--- config.mk ---
export PLATFORM = sky130hd
export DESIGN_NAME = pwm_fade_ctrl
export DESIGN_NICKNAME = d
export VERILOG_FILES = /design/src/rtl/pwm_fade_ctrl.sv
export SDC_FILE = /design/constraint.sdc
export NUM_CORES = 1
export LEC_CHECK = 0
export CAP_MARGIN = 20
export CORE_MARGIN = 1.5
export CORE_UTILIZATION = 57
export CTS_CLUSTER_DIAMETER = 100
export DETAILED_ROUTE_END_ITERATION = 8
export HOLD_SLACK_MARGIN = 0.12
export PLACE_DENSITY = 0.8
export SETUP_SLACK_MARGIN = 0.1
export SLEW_MARGIN = 20
export SYNTH_ARGS = -nofsm -noshare
export SYNTH_HDL_FRONTEND = slang
export SYNTH_SLANG_ARGS = --single-unit
export TNS_END_PERCENT = 50
--- constraint.sdc ---
create_clock -name clock -period 3.6 [get_ports clock]
set_input_delay 1.08 -clock clock [delete_from_list [all_inputs] [get_ports clock]]
set_output_delay 1.08 -clock clock [all_outputs]
set_load 0.01 [all_outputs]
--- src/rtl/pwm_fade_ctrl.sv ---
// Duty-cycle fade sequencer for the single-channel PWM generator.
// Ramps DC between latched min/max in steps, dwelling hold_eff PWM periods per level.
module pwm_fade_ctrl #(
  parameter int TPWM  = 10,
  parameter int HOLDW = 8,
  localparam int NDC  = $clog2(TPWM + 1)
) (
  input  logic             clock,
  input  logic             reset,
  input  logic             start,
  input  logic             stop,
  input  logic             loop_en,
  input  logic [NDC-1:0]   dc_min,
  input  logic [NDC-1:0]   dc_max,
  input  logic [NDC-1:0]   step,
  input  logic [HOLDW-1:0] hold,
  output logic [NDC-1:0]   DC,
  output logic             period_tick,
  output logic             busy,
  output logic             done,
  output logic             cfg_err
);

  localparam int PW = (TPWM > 1) ? $clog2(TPWM) : 1;
  localparam logic [PW-1:0] PLAST = PW'(TPWM - 1);
  localparam logic [NDC:0]  TMAX  = (NDC + 1)'(TPWM);

  typedef enum logic [1:0] {IDLE, UP, DOWN} state_t;

  state_t           state_q, state_d;
  logic [PW-1:0]    pcnt_q, pcnt_d;
  logic [HOLDW-1:0] hcnt_q, hcnt_d;
  logic [HOLDW-1:0] lhold_q, lhold_d;
  logic [NDC-1:0]   lmin_q, lmin_d, lmax_q, lmax_d, lstep_q, lstep_d;
  logic [NDC-1:0]   dc_q, dc_d;
  logic             lloop_q, lloop_d;
  logic             done_q, done_d, err_q, err_d;

  logic             tick, step_pt;
  logic [NDC:0]     up_sum, dn_floor;
  logic [NDC-1:0]   dc_up, dc_dn;

  always_ff @(posedge clock or posedge reset) begin
    if (reset) begin
      state_q <= IDLE;
      pcnt_q  <= '0;
      hcnt_q  <= '0;
      lhold_q <= '0;
      lmin_q  <= '0;
      lmax_q  <= '0;
      lstep_q <= '0;
      lloop_q <= 1'b0;
      dc_q    <= '0;
      done_q  <= 1'b0;
      err_q   <= 1'b0;
    end else begin
      state_q <= state_d;
      pcnt_q  <= pcnt_d;
      hcnt_q  <= hcnt_d;
      lhold_q <= lhold_d;
      lmin_q  <= lmin_d;
      lmax_q  <= lmax_d;
      lstep_q <= lstep_d;
      lloop_q <= lloop_d;
      dc_q    <= dc_d;
      done_q  <= done_d;
      err_q   <= err_d;
    end
  end

  always_comb begin
    tick     = (state_q != IDLE) && (pcnt_q == PLAST);
    step_pt  = tick && (hcnt_q == lhold_q - HOLDW'(1));
    // Saturating level arithmetic done one bit wider so neither direction can wrap.
    up_sum   = {1'b0, dc_q} + {1'b0, lstep_q};
    dn_floor = {1'b0, lmin_q} + {1'b0, lstep_q};
    dc_up    = (up_sum > {1'b0, lmax_q}) ? lmax_q : up_sum[NDC-1:0];
    dc_dn    = ({1'b0, dc_q} < dn_floor) ? lmin_q : dc_q - lstep_q;

    state_d = state_q;
    pcnt_d  = pcnt_q;
    hcnt_d  = hcnt_q;
    lhold_d = lhold_q;
    lmin_d  = lmin_q;
    lmax_d  = lmax_q;
    lstep_d = lstep_q;
    lloop_d = lloop_q;
    dc_d    = dc_q;
    done_d  = 1'b0;
    err_d   = 1'b0;

    if (stop) begin
      state_d = IDLE;
      dc_d    = '0;
      pcnt_d  = '0;
      hcnt_d  = '0;
    end else begin
      case (state_q)
        IDLE: begin
          if (start) begin
            if ((dc_min > dc_max) || ({1'b0, dc_max} > TMAX)) begin
              err_d = 1'b1;
            end else begin
              lmin_d  = dc_min;
              lmax_d  = dc_max;
              lstep_d = (step == '0) ? NDC'(1) : step;
              lhold_d = (hold == '0) ? HOLDW'(1) : hold;
              lloop_d = loop_en;
              dc_d    = dc_min;
              state_d = UP;
              pcnt_d  = '0;
              hcnt_d  = '0;
            end
          end
        end
        UP, DOWN: begin
          pcnt_d = tick ? '0 : pcnt_q + PW'(1);
          if (tick) hcnt_d = step_pt ? '0 : hcnt_q + HOLDW'(1);
          if (step_pt) begin
            if (state_q == UP) begin
              if (dc_q == lmax_q) begin
                state_d = DOWN;
                dc_d    = dc_dn;
              end else begin
                dc_d = dc_up;
              end
            end else if (dc_q == lmin_q) begin
              if (lloop_q) begin
                state_d = UP;
                dc_d    = dc_up;
              end else begin
                state_d = IDLE;
                done_d  = 1'b1;
              end
            end else begin
              dc_d = dc_dn;
            end
          end
        end
        default: state_d = IDLE;
      endcase
    end
  end

  always_comb begin
    DC          = dc_q;
    busy        = (state_q != IDLE);
    period_tick = tick;
    done        = done_q;
    cfg_err     = err_q;
  end

endmodule

==> results.cfg, run 1 <==
[status]
outcome = finished, final reports clean

[sta]
drv_slew = 0
final.setup_skew_ps = 12.6
max_slew_margin_pct = 64.2
hold_viol_final = 0
finalSetupViolCount = 0
rsz0062_at_grt = true
hold_ws_ps = 480
fin_setup_tns_ps = 0
fin_crit_sh_pct = 92.3
min_period_ps = 3320
worstMarginPinSlew_ps = 537
fmax_mhz = 301

[synthesis]
synth_seq_cells = 41
ys_types = 58
synth_flop_cell = dfrtp_1
syn_area_per_cell_um2 = 9.79
yosysSeqAreaShare_pct = 33.1
postSynthCellCount = 317
synth_top_area_cell = dfrtp_1
synth.area.top_cells = dfrtp_1 33%, ha_1 12%, mux2_2 5.8%
synth_common_cells = 41 x dfrtp_1, 32 x inv_1, 30 x ha_1, 17 x o21ai_0
syn_area_mm2 = 0.00310
synth_top_area_share_pct = 33.1
synth_edf_count = 0
syn_nets = 375
synth.most_common_cell = dfrtp_1
synth-warning-count = 0
synth_async_sr_flop_share_pct = 100

[flow_run]
max-cap-violations = 0

[routing]
drcViolationCount = 0
wl_per_cell_um = 15.3
drt_wl_total_mm = 6.55
vias_per_cell = 5.80
vias = 2477
drt_iter0_drc = 159
first_pass_iters = 4
ant_nets = 0

[floorplan]
fp.dieH_um = 76.8
die_w_um = 76.8
core_area_mm2 = 0.00517
die_area_mm2 = 0.00590
start_util_pct = 60.0
io_pins = 33
rows = 26

[power]
switching_share_pct = 45.2
p_leak_uw = 0.00171
power_uw = 3080
pwr-share-comb_pct = 62.6
vdd_ir_drop_max_mv = 0.474
power_density_mw_per_mm2 = 854
power.switching_uw = 1390
p_clk_share_pct = 10.0
power.internal_uw = 1690
p_seq_share_pct = 27.4

[setup_path]
crit_path_frequent_cell = o21ai_0
cp.arrival_ps = 3500
crit_path_cell_trace = clkdlybuf4s50_1 > inv_1 > ha_1 > a21oi_1 > o221ai_1 > a221oi_1 > buf_4 > o21ai_0 > buf_4 > o21ai_0 > o21ai_0
path_max_fanout = 4
timing.rr.end = DC[3]$_DFFE_PP0P_
r2r_start = DC[0]$_DFFE_PP0P_
worstSetupPathType = in -> reg
critPathCaptureType = register
slowest_delay_ps = 520
cp.required_ps = 3770
reg2reg_slack_ps = 490
worst_setup_path_start_kind = input pin
r2r_cells = 11
critPathLaunch = dc_max[2]
cp_slowest_cell = a221oi_1
crit_end = DC[1]$_DFFE_PP0P_

[clock_network]
htree_num_levels = 2
cts_made_buffers = 5
cts_resized = 0
cts_sinks = 41
postCtsSetupRepairBufs = 0
clk_pin_slew_worst_paths_ps = 80
postCtsHoldBufs = 0
clock_latency_ps = 300
clk_root_buffer_cell = clkbuf_8
clockBufferDepth = 2
cts_tree = built

[place]
dp_hpwl_mm = 5.09
io_buffers = 32
place_congestion = 0.857
dpl.cell_count = 419

[grt]
gr-usage-met2_pct = 41.8
grt_start_max_net_pins = 42
overflow = 0
grt_pass1_vias = 2414
use_met1_pct = 31.1
grt_usage_pct = 24.0
antenna_found_initial = 0
use_met3_pct = 3.33
grt_busiest_layer = met2
grt_pass1_wl_mm = 11.4

[layout]
area_delta_synth_final_pct = 16.1
antenna_cells = 0
instances_no_fill = 427
layout-drive-gt1-share_pct = 13.2
regArea_mm2 = 0.00103
fill_cells = 417
fin_nets = 414
multi_input_area_mm2 = 0.00191

[worst_hold_path]
hp-class = reg -> reg
critical path: cells and delay by family:
kind / cells / cell delay, ps
adder cells (fa/ha/maj): 1 / 310
buffers and inverters: 4 / 900
AO/OA/AOI/OAI: 6 / 1210
worst min path at each step:
stage                                     start  slack (ps)                     to  depth (start not counted)
after floorplan           pcnt_q[3]$_DFFE_PP0P_         440  pcnt_q[3]$_DFFE_PP0P_                          1
after global routing      pcnt_q[3]$_DFFE_PP0P_         510  pcnt_q[3]$_DFFE_PP0P_                          1
after detailed placement  pcnt_q[3]$_DFFE_PP0P_         470  pcnt_q[3]$_DFFE_PP0P_                          1
after global placement    pcnt_q[3]$_DFFE_PP0P_         460  pcnt_q[3]$_DFFE_PP0P_                          1
after CTS                 pcnt_q[3]$_DFFE_PP0P_         490  pcnt_q[3]$_DFFE_PP0P_                          1
final                     pcnt_q[3]$_DFFE_PP0P_         480  pcnt_q[3]$_DFFE_PP0P_                          1
state kept, by name, summed over array words and instances, names as in the netlist:
signal,flops
state_q,2
lmin_q,4
DC,4
lhold_q,8
hcnt_q,8
pcnt_q,4
cfg_err,1
lloop_q,1
lmax_q,4
lstep_q,4
done,1
power by group through the flow:
stage / Sequential (uW) / Clock, uW / Combinational (uW)
finish: 844 / 308 / 1930
global route: 870 / 341 / 2180
CTS: 841 / 320 / 1930
detailed placement: 852 / 0 / 1920
global placement: 844 / 0 / 1860
floorplan: 802 / 0 / 1500
final cells by class:
cell class              instances  area share (%)
clock buffers                   5            1.91
clock inverters                 3           0.590
inverters                      32            3.33
multi-input cells             237            52.9
flip-flops and latches         41            28.5
well taps                      70            2.43
repair buffers                 39            10.3
cells in the final DEF (no fill, tap or decap), types with 3 or more instances in the layout:
master / n
nand2_1: 16
o21ai_0: 17
nor3_1: 7
mux2i_1: 9
clkdlybuf4s50_1: 32
xor2_1: 14
or2_2: 3
a21o_1: 3
fa_1: 3
clkbuf_8: 5
nor4_1: 4
nand3_1: 9
dfrtp_1: 41
buf_4: 7
and3_1: 5
a22o_1: 3
a221o_1: 3
o221ai_1: 4
nand2b_1: 6
nor2_1: 15
xnor2_1: 10
a211o_1: 4
ha_1: 30
nor3b_1: 3
a21oi_1: 8
nand4_1: 3
mux2_2: 16
nor2b_1: 4
inv_1: 32
metal layers:
layer  share of wire, %  vias up
li1                   -     1215
met1                 43     1198
met2                 52       53
met3                3.5       11
met4                1.2        0
met5                  0        -
kinds of logic after synthesis:
logic type | count (synthesis) | share of synthesized area [%]
xor+xnor | 24 | 6.77
compound gates | 67 | 16.0
flops | 41 | 33.1
simple gates | 87 | 15.5
mux | 26 | 9.07
fa+ha+maj | 33 | 14.0
buf+inv | 39 | 5.60
through the flow:
stage	worst slack, ps	util, %	cell area, um2
6_report	276	69.7	3600
5_1_grt	65.6	69.7	3600
2_1_floorplan	694	-	3100
3_5_place_dp	-136	67.9	3510
3_3_place_gp	-51.3	67.9	3510
4_1_cts	188	69.6	3600
(Power assumes the default switching activity.)
==> run 2, diff against run 1 <==
--- a/config.mk
+++ b/config.mk
@@ -17,4 +17,4 @@
 export SYNTH_ARGS = -nofsm -noshare
 export SYNTH_HDL_FRONTEND = slang
 export SYNTH_SLANG_ARGS = --single-unit
-export TNS_END_PERCENT = 50
+export TNS_END_PERCENT = 10
==> results of run 2 <==
Same layout as run 1: the final DEF is identical, and so are final timing and power.
